## src/rtl/fp_sched_pkg.sv

```systemverilog
// Shared types and constants for the round-robin FP32 adder scheduler.
package fp_sched_pkg;

   typedef enum logic [1:0] {
      StIdle = 2'd0,
      StPh1  = 2'd1,
      StPh2  = 2'd2,
      StCapt = 2'd3
   } state_e;

   localparam int unsigned FpW       = 32;
   localparam int unsigned AddPhases = 2;

endpackage

```

## src/rtl/fp_add_sched_if.sv

```systemverilog
// Requester/consumer bus of the adder scheduler: per-lane operand handshake plus one response.
interface fp_add_sched_if #(
   parameter int unsigned NREQ = 4,
   parameter int unsigned IDW  = 2
);
   import fp_sched_pkg::*;

   logic [NREQ-1:0]     req_valid;
   logic [NREQ-1:0]     req_ready;
   logic [NREQ*FpW-1:0] req_a;
   logic [NREQ*FpW-1:0] req_b;
   logic                rsp_valid;
   logic                rsp_ready;
   logic [FpW-1:0]      rsp_data;
   logic [IDW-1:0]      rsp_id;

   modport master (
      output req_valid, req_a, req_b, rsp_ready,
      input  req_ready, rsp_valid, rsp_data, rsp_id
   );

   modport slave (
      input  req_valid, req_a, req_b, rsp_ready,
      output req_ready, rsp_valid, rsp_data, rsp_id
   );

endinterface

```

## src/rtl/rr_arbiter.sv

```systemverilog
// Combinational round-robin arbiter: searches ptr+1, ptr+2, ... modulo NREQ for the first request.
module rr_arbiter #(
   parameter int unsigned NREQ = 4
) (
   input  logic [NREQ-1:0]         req_i,
   input  logic [$clog2(NREQ)-1:0] ptr_i,
   output logic [NREQ-1:0]         grant_o,
   output logic [$clog2(NREQ)-1:0] idx_o,
   output logic                    any_o
);
   localparam int unsigned IdxW = $clog2(NREQ);

   int unsigned     cand;
   logic [IdxW-1:0] cand_idx;

   always_comb begin
      grant_o  = '0;
      idx_o    = '0;
      any_o    = 1'b0;
      cand     = 0;
      cand_idx = '0;
      for (int unsigned off = 1; off <= NREQ; off++) begin
         cand     = (32'(ptr_i) + off) % NREQ;
         cand_idx = IdxW'(cand);
         if (!any_o && req_i[cand_idx]) begin
            any_o             = 1'b1;
            idx_o             = cand_idx;
            grant_o[cand_idx] = 1'b1;
         end
      end
   end

endmodule

```

## src/rtl/fp_add_sched.sv

```systemverilog
// Shares one two-phase FP32 adder between NREQ requesters; returns sum and requester ID.
module fp_add_sched
   import fp_sched_pkg::*;
#(
   parameter int unsigned NREQ = 4,
   parameter int unsigned IDW  = $clog2(NREQ)
) (
   input  logic           clk,
   input  logic           reset,
   fp_add_sched_if.slave  bus,
   output logic           add_n_reset_o,
   output logic           add_clk_en_o,
   output logic [FpW-1:0] add_term1_o,
   output logic [FpW-1:0] add_term2_o,
   input  logic [FpW-1:0] add_sum_i,
   input  logic           add_mant_added_i,
   output logic           busy_o,
   output logic           seq_err_o
);

   state_e         state_q, state_d;
   logic [IDW-1:0] rr_ptr_q, cur_id_q, rsp_id_q;
   logic [FpW-1:0] term1_q, term2_q, rsp_data_q;
   logic           rsp_valid_q, seq_err_q, seq_err_d;

   logic [NREQ-1:0] grant;
   logic [IDW-1:0]  grant_idx;
   logic            grant_any;
   logic            capture, accept_ok, handshake;

   rr_arbiter #(
      .NREQ(NREQ)
   ) u_arb (
      .req_i  (bus.req_valid),
      .ptr_i  (rr_ptr_q),
      .grant_o(grant),
      .idx_o  (grant_idx),
      .any_o  (grant_any)
   );

   // Capture only when the response slot is free or being drained this cycle.
   assign capture       = (state_q == StCapt) && (!rsp_valid_q || bus.rsp_ready);
   assign accept_ok     = (state_q == StIdle) || capture;
   assign handshake     = accept_ok && grant_any;
   assign bus.req_ready = accept_ok ? grant : '0;

   always_comb begin
      state_d = state_q;
      unique case (state_q)
         StIdle:  if (handshake) state_d = StPh1;
         StPh1:   state_d = StPh2;
         StPh2:   state_d = StCapt;
         StCapt:  if (capture) state_d = handshake ? StPh1 : StIdle;
         default: state_d = StIdle;
      endcase
   end

   always_comb begin
      seq_err_d = seq_err_q;
      if (state_q == StPh1 && add_mant_added_i)  seq_err_d = 1'b1;
      if (state_q == StPh2 && !add_mant_added_i) seq_err_d = 1'b1;
   end

   always_ff @(posedge clk or posedge reset) begin
      if (reset) begin
         state_q     <= StIdle;
         rr_ptr_q    <= IDW'(NREQ - 1);
         cur_id_q    <= '0;
         term1_q     <= '0;
         term2_q     <= '0;
         rsp_valid_q <= 1'b0;
         rsp_data_q  <= '0;
         rsp_id_q    <= '0;
         seq_err_q   <= 1'b0;
      end else begin
         state_q   <= state_d;
         seq_err_q <= seq_err_d;
         if (handshake) begin
            rr_ptr_q <= grant_idx;
            cur_id_q <= grant_idx;
            term1_q  <= bus.req_a[FpW*grant_idx +: FpW];
            term2_q  <= bus.req_b[FpW*grant_idx +: FpW];
         end
         if (capture) begin
            rsp_valid_q <= 1'b1;
            rsp_data_q  <= add_sum_i;
            rsp_id_q    <= cur_id_q;
         end else if (bus.rsp_ready) begin
            rsp_valid_q <= 1'b0;
         end
      end
   end

   assign add_n_reset_o = ~reset;
   assign add_clk_en_o  = (state_q == StPh1) || (state_q == StPh2);
   assign add_term1_o   = term1_q;
   assign add_term2_o   = term2_q;
   assign busy_o        = (state_q != StIdle);
   assign seq_err_o     = seq_err_q;
   assign bus.rsp_valid = rsp_valid_q;
   assign bus.rsp_data  = rsp_data_q;
   assign bus.rsp_id    = rsp_id_q;

endmodule

```

## src/flat_wrapper.sv

```systemverilog
// flat-port wrapper written by rule: the top's interface ports become plain ports
module fp_add_sched_flat import fp_sched_pkg::*;
#(
   parameter int unsigned NREQ = 4,
   parameter int unsigned IDW  = $clog2(NREQ)
)
  (clk, reset, add_n_reset_o, add_clk_en_o, add_term1_o, add_term2_o, add_sum_i, add_mant_added_i, busy_o, seq_err_o, bus_req_valid, bus_req_a, bus_req_b, bus_rsp_ready, bus_req_ready, bus_rsp_valid, bus_rsp_data, bus_rsp_id);
  fp_add_sched_if #(.NREQ(NREQ), .IDW(IDW)) bus_i ();
  input  logic clk;
  input  logic reset;
  output logic add_n_reset_o;
  output logic add_clk_en_o;
  output logic [FpW-1:0] add_term1_o;
  output logic [FpW-1:0] add_term2_o;
  input  logic [FpW-1:0] add_sum_i;
  input  logic add_mant_added_i;
  output logic busy_o;
  output logic seq_err_o;
  input wire logic [$bits(bus_i.req_valid)-1:0] bus_req_valid;
  input wire logic [$bits(bus_i.req_a)-1:0] bus_req_a;
  input wire logic [$bits(bus_i.req_b)-1:0] bus_req_b;
  input wire logic [$bits(bus_i.rsp_ready)-1:0] bus_rsp_ready;
  output wire logic [$bits(bus_i.req_ready)-1:0] bus_req_ready;
  output wire logic [$bits(bus_i.rsp_valid)-1:0] bus_rsp_valid;
  output wire logic [$bits(bus_i.rsp_data)-1:0] bus_rsp_data;
  output wire logic [$bits(bus_i.rsp_id)-1:0] bus_rsp_id;
  assign bus_i.req_valid = bus_req_valid;
  assign bus_i.req_a = bus_req_a;
  assign bus_i.req_b = bus_req_b;
  assign bus_i.rsp_ready = bus_rsp_ready;
  assign bus_req_ready = bus_i.req_ready;
  assign bus_rsp_valid = bus_i.rsp_valid;
  assign bus_rsp_data = bus_i.rsp_data;
  assign bus_rsp_id = bus_i.rsp_id;
  fp_add_sched #(.NREQ(NREQ), .IDW(IDW)) u_core (.clk(clk), .reset(reset), .bus(bus_i), .add_n_reset_o(add_n_reset_o), .add_clk_en_o(add_clk_en_o), .add_term1_o(add_term1_o), .add_term2_o(add_term2_o), .add_sum_i(add_sum_i), .add_mant_added_i(add_mant_added_i), .busy_o(busy_o), .seq_err_o(seq_err_o));
endmodule
```

## config.mk

```make
export PLATFORM = sky130hd
export DESIGN_NAME = fp_add_sched_flat
export DESIGN_NICKNAME = d
export VERILOG_FILES = /design/src/rtl/fp_sched_pkg.sv /design/src/rtl/fp_add_sched_if.sv /design/src/rtl/rr_arbiter.sv /design/src/rtl/fp_add_sched.sv /design/src/flat_wrapper.sv
export SDC_FILE = /design/constraint.sdc
export NUM_CORES = 1
export LEC_CHECK = 0
export BUFFER_PORTS_ARGS = -buffer_cell sky130_fd_sc_hd__clkbuf_2
export CORE_AREA = 2 2 158 160
export CTS_CLUSTER_SIZE = 30
export DETAILED_ROUTE_END_ITERATION = 10
export DIE_AREA = 0 0 160 162
export HOLD_SLACK_MARGIN = 0.1
export PLACE_DENSITY = 0.59
export SYNTH_ARGS = -nofsm -noshare
export SYNTH_HDL_FRONTEND = slang
export SYNTH_HIERARCHICAL = 1
export SYNTH_SLANG_ARGS = --single-unit
```

## constraint.sdc

```tcl
create_clock -name clk -period 3.05 [get_ports clk]
set_clock_uncertainty 0.15 [all_clocks]
set_input_delay 0.1525 -clock clk [delete_from_list [all_inputs] [get_ports clk]]
set_output_delay 0.1525 -clock clk [all_outputs]
set_load 0.01 [all_outputs]
```

# [Word-level counts from Yosys, hierarchy flattened]
# Index checks and enable logic that the tools add are counted.
[totals] in_bits=296 register_bits=106 romBits=0 elab_cells=93 ramBits=0 n_memories=0 latch_bits=0 out_inout_bits=107
[op_classes] div=0 n_bitwise=4 shift=2 n_reduce_logical=24 mux=37 add_sub_neg=4 magnitude_cmp=8 mul=0 eq_ne=5
[op_table] cell="128-bit by 8-bit variable part select with 32-bit output" n=2
[op_table] cell="4-bit two-way mux" n=5
[op_table] cell="1-bit two-way mux" n=17
[op_table] cell="2-bit by 3-bit less-than comparator with 1-bit output (second input constant)" n=4
[op_table] cell="2-bit two-way mux" n=6
[op_table] cell="4-bit OR" n=3
[op_table] cell="1-bit logical AND" n=11
[op_table] cell="1-bit binary-select mux with 2-bit select" n=4
[op_table] cell="1-bit demux with 2-bit select" n=4
[op_table] cell="2-bit by 1-bit >= comparator with 1-bit output (second input constant)" n=4
[op_table] cell="2-bit case mux with 4 select lines" n=1
[op_table] cell="2-bit nonzero test" n=3
[op_table] cell="1-bit logical NOT" n=5
[op_table] cell="2-bit by 1-bit adder with 2-bit output (second input constant)" n=2
[op_table] cell="2-bit adder (second input constant)" n=2
[op_table] cell="2-bit equality test (second input constant)" n=2
[op_table] cell="2-bit by 1-bit inequality test with 1-bit output (second input constant)" n=2
[op_table] cell="1-bit logical OR" n=3
[op_table] cell="2-bit by 1-bit equality test with 1-bit output (second input constant)" n=1
[op_table] cell="2-bit logical NOT" n=1
[op_table] cell="2-bit AND reduction" n=1
[op_table] cell="1-bit inverter" n=1

# [Longest topological paths before layout]
[logic_depth] ltp_word=17 mapped_depth=12 depth_no_buf=8

# [By module]
# Netlist, hierarchy kept.
[by_module_without_submodules] mod="fp_add_sched" instances=1 cells_per_inst=323 area_each_um2=5626.6
[by_module_without_submodules] mod="rr_arbiter" instances=1 cells_per_inst=68 area_each_um2=525.5

# [Least setup slack after synthesis]
# OpenSTA, ideal clock, no wires.
[synth_timing] path_kind="reg2reg" from="register u_core.rr_ptr_q[0]" to="register u_core.term2_q[20], in the netlist u_core/add_term2_o[20]" setup_ns=0.125 path_buffers=4 period_less_slack_ns=3.094 arrival_time_ns=2.819 path_stages_with_launch=12 path_slack_ns=-0.044 t_required_ns=2.775 path_cell_list="dfstp_2 buf_4 inv_2 ha_1 buf_6 a221oi_1 a211oi_1 o22a_1 buf_2 clkbuf_1 mux4_2 mux2_2"
[synth_between] elab_chain_cells=14 word_cells_on_any_way=28
[synth_lines] item="start, declared" line="fp_add_sched.sv:22" text="logic [IDW-1:0] rr_ptr_q, cur_id_q, rsp_id_q;"
[synth_lines] item="start signal, assigned" line="fp_add_sched.sv:67" text="rr_ptr_q <= IDW'(NREQ - 1);"
[synth_lines] item="start signal, assigned" line="fp_add_sched.sv:79" text="rr_ptr_q <= grant_idx;"
[synth_lines] item="2-bit by 1-bit adder with 2-bit output" line="rr_arbiter.sv:23" text="cand = (32'(ptr_i) + off) % NREQ;"
[synth_lines] item="1-bit binary-select mux with 2-bit select" line="rr_arbiter.sv:25" text="if (!any_o && req_i[cand_idx]) begin"
[synth_lines] item="1-bit two-way mux (implied by the code)" line="rr_arbiter.sv:25"
[synth_lines] item="1-bit two-way mux" line="rr_arbiter.sv:25"
[synth_lines] item="1-bit logical NOT" line="rr_arbiter.sv:25"
[synth_lines] item="1-bit logical AND" line="rr_arbiter.sv:25"
[synth_lines] item="1-bit two-way mux" line="rr_arbiter.sv:25"
[synth_lines] item="1-bit logical NOT" line="rr_arbiter.sv:25"
[synth_lines] item="1-bit logical AND" line="rr_arbiter.sv:25"
[synth_lines] item="1-bit two-way mux" line="rr_arbiter.sv:25"
[synth_lines] item="1-bit logical NOT" line="rr_arbiter.sv:25"
[synth_lines] item="1-bit logical AND" line="rr_arbiter.sv:25"
[synth_lines] item="2-bit two-way mux *" line="rr_arbiter.sv:25"
[synth_lines] item="via u_core.grant_idx[1]" line="fp_add_sched.sv:27" text="logic [IDW-1:0] grant_idx;"
[synth_lines] item="128-bit by 8-bit variable part select with 32-bit output *" line="fp_add_sched.sv:82" text="term2_q <= bus.req_b[FpW*grant_idx +: FpW];"
[synth_lines] item="end signal, assigned" line="fp_add_sched.sv:82"
[synth_lines] item="end, declared" line="fp_add_sched.sv:23" text="logic [FpW-1:0] term1_q, term2_q, rsp_data_q;"
# Mark *: on every way through the listed nets, which the timed path passes. The rest lies on a longest branch. The select of a mux whose other input is x is not followed.
# A chain may end at the register's enable or synchronous reset.

# [Worst setup path in the final report]
[layout_timing] from="register u_core.rr_ptr_q[0]" to="register u_core.term2_q[13], in the netlist u_core/add_term2_o[13]"
# Same word-level chain as after synthesis.

==> results.yml <==
detailed_routing:
  antenna_left: 0
  post-route-drc-count: 0
  drt_first_pass_iters: 4
  avgRoutedWirePerCell_um: 18.53
  viasPerCell: 4.558
  drtIter0Drc: 297
  wl_mm: 25.42
  num_vias: 6254
global_routing:
  met2_usage_pct: 33.18
  grt_use_met3_pct: 5.363
  grt_usage_pct: 18.46
  grt_pass1_vias: 6729
  grt-ovfl-total: 0
  grt_use_met1_pct: 20.66
  antenna_found_initial: 3
  grt_max_degree: 107
  top_usage_layer: "met2"
  grt_pass1_wl_mm: 36.82
final_layout:
  final_nets: 1349
  layout_common_cells: "clkbuf_2, dlygate4sd3_1, dfrtp_1"
  stdcell_count: 1372
  drive_above_1_share_pct: 61.53
  area_growth_pct: 86.92
  final_common_cell: "clkbuf_2"
  utilization_pct: 47.71
timing:
  setup_tns_ns: 0
  min_period_ns: 3.007
  slew_headroom_pct: 58.56
  timing.fmax_mhz: 332.6
  worst_slew_pin_slew_ns: 0.6217
  min_period_over_period_pct: 98.59
  rsz0062_at_grt: "yes"
  slew_violations: 0
  timing_hold_violations_final: 0
  whs_ns: 0.1142
  setup_viol: 0
place:
  dp_hpwl_mm: 16.15
  gp_congestion: 0.8159
  placed_cells: 1121
  portBuffers: 402
clocking:
  clk_pin_slew_ns: 0.07
  root_buffer: "clkbuf_16"
  htreeDepth: 3
  clock_sinks: 106
  clock_latency_ns: 0.35
  clock_path_buffers: 2
  tritoncts: "built"
  cts_buffers: 9
synth:
  ys_warn_count: 6
  synthArstFlopShare_pct: 100.0
  synth_top_flop_cell: "dfrtp_1"
  syn_inst: 391
  synth_fp_nets: 700
  syn_area_sq_um: 6152
  ys_ff_latch: 106
  synth.lib_cells_used.distinct: 42
  synth_top_area_share_pct: 42.30
  synth_edf_count: 0
  post_synth.cell_area_avg_sq_um: 15.73
  netlist_top_cells_area: "dfrtp_1, mux4_2, mux2_2, ha_1, buf_6"
  synth-seq-area-share_pct: 43.16
  yosysTopAreaCell: "dfrtp_1"
pwr:
  power.internal_uw: 7326
  power.density_nw_per_um2: 1006
  vdd.ir_drop.worst_mv: 0.6423
  switching_share_pct: 36.65
  leakagePower_uw: 0.005445
  power.switching_uw: 4238
  pwr-share-seq_pct: 22.6
  finalPower_uw: 11560
  power_frac_comb_pct: 66.6
  clkPwrFrac_pct: 10.8
floorplan:
  core_sq_um: 24110
  die_area_sq_um: 25920
  die_x_um: 160
  num_rows: 57
  die_h_um: 162
  io_pins: 403
  start_util_pct: 25.52
min_path:
  hp-class: "in -> reg"
  hold_depth: 3
  worstHoldEndpoint: "u_core/add_term1_o[4]"
  hold_start: "bus_req_a[4]"
worst_setup_path:
  rr_worst_depth: 9
  cp-start-kind: "register"
  rrSetupSlack_ns: 0.04
  reg2reg_to: "u_core/add_term2_o[13]"
  critPathRequiredTime_ns: 3.13
  arrival_ns: 3.09
  crit_path_max_fanout: 6
  timing.rr.start: "u_core/rr_ptr_q[0]"
  critPathKind: "reg -> reg"
  end_kind: "register"
job:
  maxCapViolCount: 0
status:
  outcome: "complete, no violations"
cell usage after synthesis (4+ instances only):
master and instances:
nand2_1 14, a221o_1 4, inv_1 8, nor2_1 5, nor2b_1 6, ha_1 13
buf_2 7, mux4_2 65, o21ai_1 5, clkbuf_1 6, dfrtp_1 104, buf_6 9
mux2_2 103, buf_4 5
kinds of logic (layout without fill, tap and decap cells):
| kind of cell | Yosys count | count (layout) | share of synthesized area [%] |
|---|---|---|---|
| mux | 171 | 171 | 43.34 |
| flops | 106 | 106 | 43.16 |
| buf+inv | 38 | 692 | 4.230 |
| simple gates | 33 | 33 | 2.705 |
| compound gates | 30 | 30 | 3.925 |
| fa+ha+maj | 13 | 13 | 2.644 |
| other cells | 0 | 3 | 0 |
metrics by stage:
stage	setup WS [ns]	cell area, sq um
after global routing	-0.06993	11500
after global placement	0.07841	8687
after CTS	0.01242	11230
after floorplan	-0.04355	6156
after detailed placement	0.01502	8687
final	0.04315	11500
registers in the layout, summed over array words and instances, names as in the netlist:
| name | cells |
|---|---|
| u_core/bus.rsp_id | 2 |
| u_core/rr_ptr_q | 2 |
| u_core/bus.rsp_valid | 1 |
| u_core/seq_err_o | 1 |
| u_core/bus.rsp_data | 32 |
| u_core/add_term2_o | 32 |
| u_core/state_q | 2 |
| u_core/cur_id_q | 2 |
| u_core/add_term1_o | 32 |
cell type report:
class | count | area, sq um
repair buffers | 667 | 4775
diodes | 3 | 7.507
flip-flops and latches | 106 | 2655
clock buffers | 9 | 225.2
fillers | 2095 | 12610
multi-input cells | 247 | 3311
clock inverters | 7 | 83.83
well taps | 324 | 405.4
inverters | 9 | 37.54
what timing repair did:
action | 4_1_cts | 5_1_grt
setup endpoints to repair | 0 | 58
resized for setup | 0 | 36
hold endpoints to repair | 196 | 2
buffers inserted | 0 | 4
hold buffers | 223 | 2
critical path: stages (launching register included):
cell and delay [ns]:
dfstp_2 0.59, mux4_2 0.55, a21oi_2 0.15, nor3_2 0.05, nor2_2 0.09, o31a_4 0.22
clkbuf_16 0.18, clkbuf_16 0.16, mux4_2 0.48, mux2_2 0.27
per-layer routing:
| metal | share of wire [%] | vias up | wire length (um) |
|---|---|---|---|
| met5 | 0 | - | 0 |
| met2 | 52 | 362 | 13230 |
| met3 | 7.9 | 50 | 1998 |
| met4 | 2.8 | 0 | 718 |
| met1 | 37 | 3025 | 9480 |
| li1 | - | 2817 | - |
worst max path at each step:
| stage | startpoint | end | slack (ns) | depth (start not counted) |
|---|---|---|---|---|
| floorplan | u_core/rr_ptr_q[0] | u_core/add_term2_o[20] | -0.04 | 11 |
| global placement | u_core/rr_ptr_q[0] | u_core/add_term2_o[18] | 0.08 | 9 |
| detailed placement | u_core/rr_ptr_q[0] | u_core/add_term1_o[12] | 0.02 | 9 |
| CTS | u_core/rr_ptr_q[0] | u_core/add_term1_o[12] | 0.01 | 9 |
| global route | u_core/rr_ptr_q[0] | u_core/add_term1_o[8] | -0.07 | 9 |
| finish | u_core/rr_ptr_q[0] | u_core/add_term2_o[13] | 0.04 | 9 |
power by group through the flow:
| stage | clock network (uW) | registers, uW | logic (uW) |
|---|---|---|---|
| CTS | 1310 | 2590 | 6990 |
| detailed placement | 0 | 2610 | 6780 |
| global route | 1360 | 2710 | 8220 |
| floorplan | 0 | 2890 | 4420 |
| finish | 1250 | 2620 | 7700 |
| global placement | 0 | 2590 | 6700 |
Power figures use the tool's default switching activity.
